File: src/rtl/gate_sweep_checker_settle_timer.sv
// Loadable down-counter that times how long each vector is held.
module settle_timer #(
    parameter int W = 4
) (
    input  logic         clk,
    input  logic         rst,
    input  logic         load,
    input  logic [W-1:0] load_val,
    input  logic         en,
    output logic [W-1:0] value,
    output logic         zero
);

    logic [W-1:0] r_value;

    // Load takes priority over counting; caller only enables while nonzero.
    always_ff @(posedge clk) begin
        if (rst) begin
            r_value <= '0;
        end else if (load) begin
            r_value <= load_val;
        end else if (en) begin
            r_value <= r_value - W'(1);
        end
    end

    assign value = r_value;
    assign zero  = (r_value == '0);

endmodule

File: config.mk
export PLATFORM = sky130hd
export DESIGN_NAME = settle_timer
export DESIGN_NICKNAME = d
export VERILOG_FILES = /design/src/rtl/gate_sweep_checker_settle_timer.sv
export SDC_FILE = /design/constraint.sdc
export NUM_CORES = 1
export LEC_CHECK = 0
export CAP_MARGIN = 15
export CORE_AREA = 5 5 42 44
export CTS_CLUSTER_DIAMETER = 150
export CTS_CLUSTER_SIZE = 10
export DETAILED_ROUTE_END_ITERATION = 6
export DIE_AREA = 0 0 47 49
export PLACE_DENSITY = 0.45
export SLEW_MARGIN = 20
export SYNTH_ARGS = -nofsm -noshare
export SYNTH_HDL_FRONTEND = slang
export SYNTH_SLANG_ARGS = --single-unit
File: constraint.sdc
create_clock -name clk -period 1.3 [get_ports clk]
set_clock_uncertainty 0.15 [all_clocks]
set_input_delay 0.26 -clock clk [delete_from_list [all_inputs] [get_ports clk]]
set_output_delay 0.26 -clock clk [all_outputs]
set_load 0.03 [all_outputs]
# Word-level counts from Yosys, hierarchy flattened
# Index checks and enable logic that the tools add are counted.
[word_totals]
elab_cells = 6
out_inout_bits = 5
input_bits = 8
register_bits = 4
[op_classes]
n_mux = 2
n_addsub = 1
n_reduce_logical = 2
[ops]
columns = ["cell", "n"]
rows = [
  ["2-to-1 mux 4 bit", 2],
  ["logical NOT 4 bit", 1],
  ["subtractor 4 x 1 -> 4 bit, second input constant", 1],
  ["nonzero test 2 bit", 1],
]

# Longest topological paths before layout
# Gate-level depths: netlist of the first run.
[logic_depth]
depth_word = 3
ltp_mapped = 5
ltp_nobuf = 5

# Worst setup path after synthesis of the first run
# OpenSTA, ideal clock, no wires.
[synth_path]
path_type = "flip-flop to output port"
startpoint = "register r_value[0] (netlist: value[0])"
endpoint = "output zero"
slack_ns = -0.535
arrival_time_ns = 1.425
path_buffers = 0
stages_incl_launch_ff = 4
cell_sequence = "dfxtp_1 inv_1 ha_1 nor3b_1"
[synth_via]
elab_chain_len = 1
[synth_lines]
columns = ["element", "line", "source"]
rows = [
  ["start: declaration", "14", "logic [W-1:0] r_value;"],
  ["start signal: assignment", "21", "r_value <= load_val;"],
  ["start signal: assignment", "23", "r_value <= r_value - W'(1);"],
  ["logical NOT 4 bit", "28", "assign zero = (r_value == '0);"],
  ["end: declaration", "11", "output logic zero"],
]
# No other way between the ends.

# Worst setup path in the final report of the first run
# Ends and elaborated chain as after synthesis.

==> results of run 1 <==
==> stage by stage <==
stage | total power, W | util | cells
5_1_grt | 0.0005285 | 0.3393 | 62
3_5_place_dp | 0.0003108 | 0.2929 | 56
2_1_floorplan | 0.0002434 | - | 26
6_report | 0.0004952 | 0.3393 | 62
3_3_place_gp | 0.0003087 | 0.2929 | 56
4_1_cts | 0.0004960 | 0.3250 | 61
==> area by class of cell <==
cell class,instances,share of cell area
clock buffers,4,0.05526
inverters,4,0.04211
multi-input cells,17,0.3316
flip-flops and latches,4,0.1868
well taps,16,0.04211
repair buffers,17,0.3421
==> cells in the final DEF (no fill, tap or decap) <==
cell and n:
o21a_1 2, nand2_1 2, a211o_1 1, clkdlybuf4s50_1 6
dfxtp_4 2, clkbuf_4 3, dlygate4sd2_1 1, nor2_1 2
xnor2_1 1, mux2i_1 1, nor3b_4 1, nor4b_4 1
ha_4 1, inv_1 2, a21oi_1 3, dfxtp_1 1
buf_6 5, clkbuf_1 1, inv_4 2, xor2_1 2
dfxtp_2 1, buf_4 5
==> critical path, cell delays in order (launching register included) <==
cell and delay (ns):
dfxtp_4 0.34, inv_4 0.05, ha_4 0.12, nor3b_4 0.17, buf_6 0.15
==> where the power goes <==
part | switching [W] | internal (W)
clock network | 0.0000511 | 0.000115
registers | 0.0000154 | 0.000135
logic | 0.0000795 | 0.0000992
total | 0.000146 | 0.000349
==> cells by family after synthesis <==
group                      synth area share
AOI/OAI and AO/OA                    0.1666
xor gates and xnor gates             0.1129
adders and majority gates           0.05375
buffers and inverters               0.08061
DFF                                  0.3441
muxes                               0.04301
and+or+nand+nor                      0.1989
==> path summary, 6_finish.rpt <==
check / cells after the start / from / end
setup / recovery: 4 / value[0] / zero
hold / removal: 3 / load_val[1] / value[1]
hold reg to reg: 2 / value[2] / value[2]
setup reg to reg: 6 / value[0] / value[3]
==> repair_timing <==
| item | 4_1_cts | 5_1_grt |
|---|---|---|
| buffers inserted | 1 | 1 |
| resized for setup | 5 | 4 |
| hold endpoints to repair | 0 | 0 |
| pin swaps | 3 | 1 |
| setup endpoints to repair | 4 | 3 |
| hold buffers | 0 | 0 |
==> routing by layer <==
metal,track usage,up-vias,share of wire
met5,0,-,0
met4,0.05530,0,0
met3,0.01107,0,0.082
met2,0.08371,11,0.56
met1,0.05921,113,0.36
li1,-,127,-
==> flow_metrics.tcl, run 1 <==
set metrics [dict create \
    die_h_um 49 \
    crit_required_ns 0.89 \
    ff2ff_setup_slack_ns -0.15 \
    syn_nets 35 \
    path_max_fanout 2 \
    fin_tns_setup_ns -0.3988 \
    max_cap_violations 0 \
    fin_ws_ns -0.1905 \
    grt_usage 0.05559 \
    hold_viol 0 \
    multiInputGateArea_um2 157.7 \
    ios 13 \
    fmax_ghz 0.6709 \
    start_kind "flop" \
    slew_viol_final 0 \
    post-place-ws_ns -0.2500 \
    violations "setup timing" \
    largest_register_ffs 4 \
    wire_per_inst_um 9.581 \
    fin_area_um2 475.5 \
    root_buffer "clkbuf_4" \
    setup_viol 3 \
    power.leakage_nw 0.2150 \
    grt_pass1_vias 227 \
    die-area_um2 2303 \
    synthToLayoutAreaGrowth_pct 104.3 \
    drtPass1Iterations 4 \
    synthTopCellsByArea "dfxtp_1, nor4b_4, xor2_1, a21oi_1, inv_1" \
    worstSkewPairLatency_ns 0.23 \
    yosys-top-cells-count "dfxtp_1, inv_1, a21oi_1" \
    final_nets 56 \
    place_area_um2 410.4 \
    critPathKind "reg2out" \
    holdWs_ns 0.4317 \
    gr-total-overflow 0 \
    antenna_found_initial 0 \
    antenna_cells 0 \
    rsz0062_at_grt "true" \
    peakVddDrop_v 0.0004438 \
    fin_crit_sh 1.147 \
    cts_buffers 3 \
    ys.flop_type "dfxtp_1" \
    cts_tree "done" \
    synthArstFlopShare 0 \
    drt_first_iter_violations 4 \
    yosysTopAreaCell "dfxtp_1" \
    htree_levels 1 \
    place_congestion 0.6717 \
    die_w_um 47 \
    grt_max_degree 8 \
    drive_above_1_share 0.4565 \
    fillers 159 \
    clk_path_buf_depth 2 \
    status "finished with violations" \
    synth-seq-cells 4 \
    powerDensity_nw_per_um2 1042 \
    crit_arrival_ns 1.08 \
    max_slew_margin 0.8258 \
    post-route-min-period_ns 1.491 \
    critPathCaptureType "output port" \
    synth_cells 26 \
    worst_pin_slew_ns 0.2605 \
    io_buffer_count 12 \
    drc 0 \
    initial_core_util 0.1661 \
    rows 14 \
    syn_avg_cell_area_um2 8.951 \
    synth-edff-count 0 \
    syn-cell-area_um2 232.7 \
    routed_via_density 4.048 \
    wirelength_um 594 \
    drtAntennaViolNets 0 \
    synth_top_area_frac 0.3441 \
    yosysSeqAreaShare 0.3441 \
    synth_cell_types 14 \
    core_um2 1401 \
    clkSinkCount 4 \
    grt_first_pass_wirelength_um 903 \
    synth_warnings 0 \
    hold_path.class "in2reg" \
    clk_pin_slew_ns 0.04 \
    dr_total_vias 251 \
    regArea_um2 88.84 \
    hpwlAfterDp_um 488.4 \
]
No activity file was read; power rests on OpenSTA's default activity.
==> inputs of run 2 (changes only) <==
--- a/config.mk
+++ b/config.mk
@@ -5,13 +5,13 @@
 export SDC_FILE = /design/constraint.sdc
 export NUM_CORES = 1
 export LEC_CHECK = 0
-export CAP_MARGIN = 15
 export CORE_AREA = 5 5 42 44
 export CTS_CLUSTER_DIAMETER = 150
 export CTS_CLUSTER_SIZE = 10
 export DETAILED_ROUTE_END_ITERATION = 6
 export DIE_AREA = 0 0 47 49
 export PLACE_DENSITY = 0.45
+export SKIP_LAST_GASP = 1
 export SLEW_MARGIN = 20
 export SYNTH_ARGS = -nofsm -noshare
 export SYNTH_HDL_FRONTEND = slang
==> run 2 against run 1 <==
  * The flow still finishes with violations (setup timing)
  * Clock-buffer cell count is the same
  * Die area unchanged
  * Wire length up 0.34%
  * Final area down 3.7%
  * Maximum frequency up 0.34%
  * Power fell by 1.9%
  * Via count decreased by 0.40%
  * Critical path type unchanged
  * Highest routed layer unchanged
==> flow_metrics.tcl, run 2 (synthesis results as in run 1) <==
set metrics [dict create \
    die_h_um 49 \
    drtAntennaViolNets 0 \
    grt_max_degree 8 \
    fin_tns_setup_ns -0.2331 \
    worst_pin_slew_ns 0.2676 \
    max_cap_violations 0 \
    dr_total_vias 250 \
    synthToLayoutAreaGrowth_pct 96.77 \
    root_buffer "clkbuf_4" \
    io_buffer_count 12 \
    die_w_um 47 \
    wirelength_um 596 \
    core_um2 1401 \
    slowest_delay_ns 0.34 \
    status "finished with violations" \
    final_nets 55 \
    antenna_found_initial 0 \
    powerDensity_nw_per_um2 1061 \
    cts_buffers 3 \
    largest_register_ffs 4 \
    clk_pin_slew_ns 0.04 \
    drt_first_iter_violations 6 \
    worstSkewPairLatency_ns 0.23 \
    cts_hold_buffers 0 \
    path_buf_inv 2 \
    fin_ws_ns -0.1854 \
    htree_levels 1 \
    final_cell_mix "clkdlybuf4s50_1, buf_4, a21oi_1, clkbuf_4, buf_6" \
    fmax_ghz 0.6732 \
    post-route-min-period_ns 1.485 \
    grt_usage 0.05559 \
    drtPass1Iterations 4 \
    cts_tree "done" \
    hpwlAfterDp_um 488.4 \
    drc 0 \
    initial_core_util 0.1661 \
    violations "setup timing" \
    fin_area_um2 457.9 \
    setup_viol 2 \
    clk_path_buf_depth 2 \
    gr-total-overflow 0 \
    report.power.total_w 0.0004858 \
    multiInputGateArea_um2 157.7 \
    critPathCaptureType "output port" \
    slowest_stage "dfxtp_4" \
    slew_viol_final 0 \
    post-place-ws_ns -0.2500 \
    fillers 161 \
    drive_above_1_share 0.4444 \
    crit_arrival_ns 1.08 \
    grt_pass1_vias 227 \
    place_area_um2 410.4 \
    rsz0062_at_grt "true" \
    crit_required_ns 0.89 \
    peakVddDrop_v 0.0004409 \
    antenna_cells 0 \
    path_max_fanout 2 \
    wire_per_inst_um 9.770 \
    max_slew_margin 0.8210 \
    clkSinkCount 4 \
    hold_viol 0 \
    die-area_um2 2303 \
    critPathKind "reg2out" \
    grt_first_pass_wirelength_um 903 \
    rows 14 \
    regArea_um2 88.84 \
    path_cells "inv_2 -> ha_4 -> nor3b_4 -> buf_6" \
    start_kind "flop" \
    ios 13 \
    routed_via_density 4.098 \
    place_congestion 0.6717 \
    fin_crit_sh 1.143 \
    hold_path.class "in2reg" \
    power.leakage_nw 0.2074 \
    crit_family "flip-flops" \
]
-- run 2: cell types whose count changed in the layout (fill, tap and decap cells not counted), sizes merged --
cell  previous run  this run
buf             10         9
-- run 2: worst paths after layout --
kind | start | endpoint | slack [ns] | cells after the start
max | value[0] | zero | -0.19 | 4
min | load_val[1] | value[1] | 0.44 | 3
max reg2reg | value[0] | value[3] | -0.05 | 5
min reg2reg | value[2] | value[2] | 0.50 | 2
-- run 2: through the flow --
step                      hold WS [ns]  std cells  utilization
after floorplan                 0.1694         26            -
after global placement          0.4721         56       0.2929
after detailed placement        0.4714         56       0.2929
after CTS                       0.4268         61       0.3223
after global routing            0.4604         61       0.3268
final                           0.4358         61       0.3268
-- run 2: repair_timing --
action,in CTS,in global routing
resized for setup,4,2
gates cloned,0,0
buffers inserted,1,0
setup endpoints to repair,4,3
hold endpoints to repair,0,0
pin swaps,3,0
-- run 2: area by class of cell --
cell class,instances,share of cell area
multi-input combinational,17,0.3443
timing repair buffer,16,0.3224
sequential,4,0.1940
clock buffer,4,0.05738
tap,16,0.04372
inverter,4,0.03825
-- run 2: power by group --
part / switching [W] / internal [W]
sequential: 0.0000149 / 0.000135
clock: 0.0000511 / 0.000115
combinational: 0.0000775 / 0.0000922
-- run 2: metal layers --
metal / vias to the layer above / wire (um) / global-route usage
met3: 0 / 50 / 0.01107
met2: 11 / 331 / 0.08371
met1: 114 / 214 / 0.05921
li1: 125 / - / -
met4: 0 / 0 / 0.05530
met5: - / 0 / 0
-- run 2: tightest hold or removal path, cell delays in order --
cell and delay (ns):
clkdlybuf4s50_1 0.40, nand2_1 0.06, a21oi_1 0.05
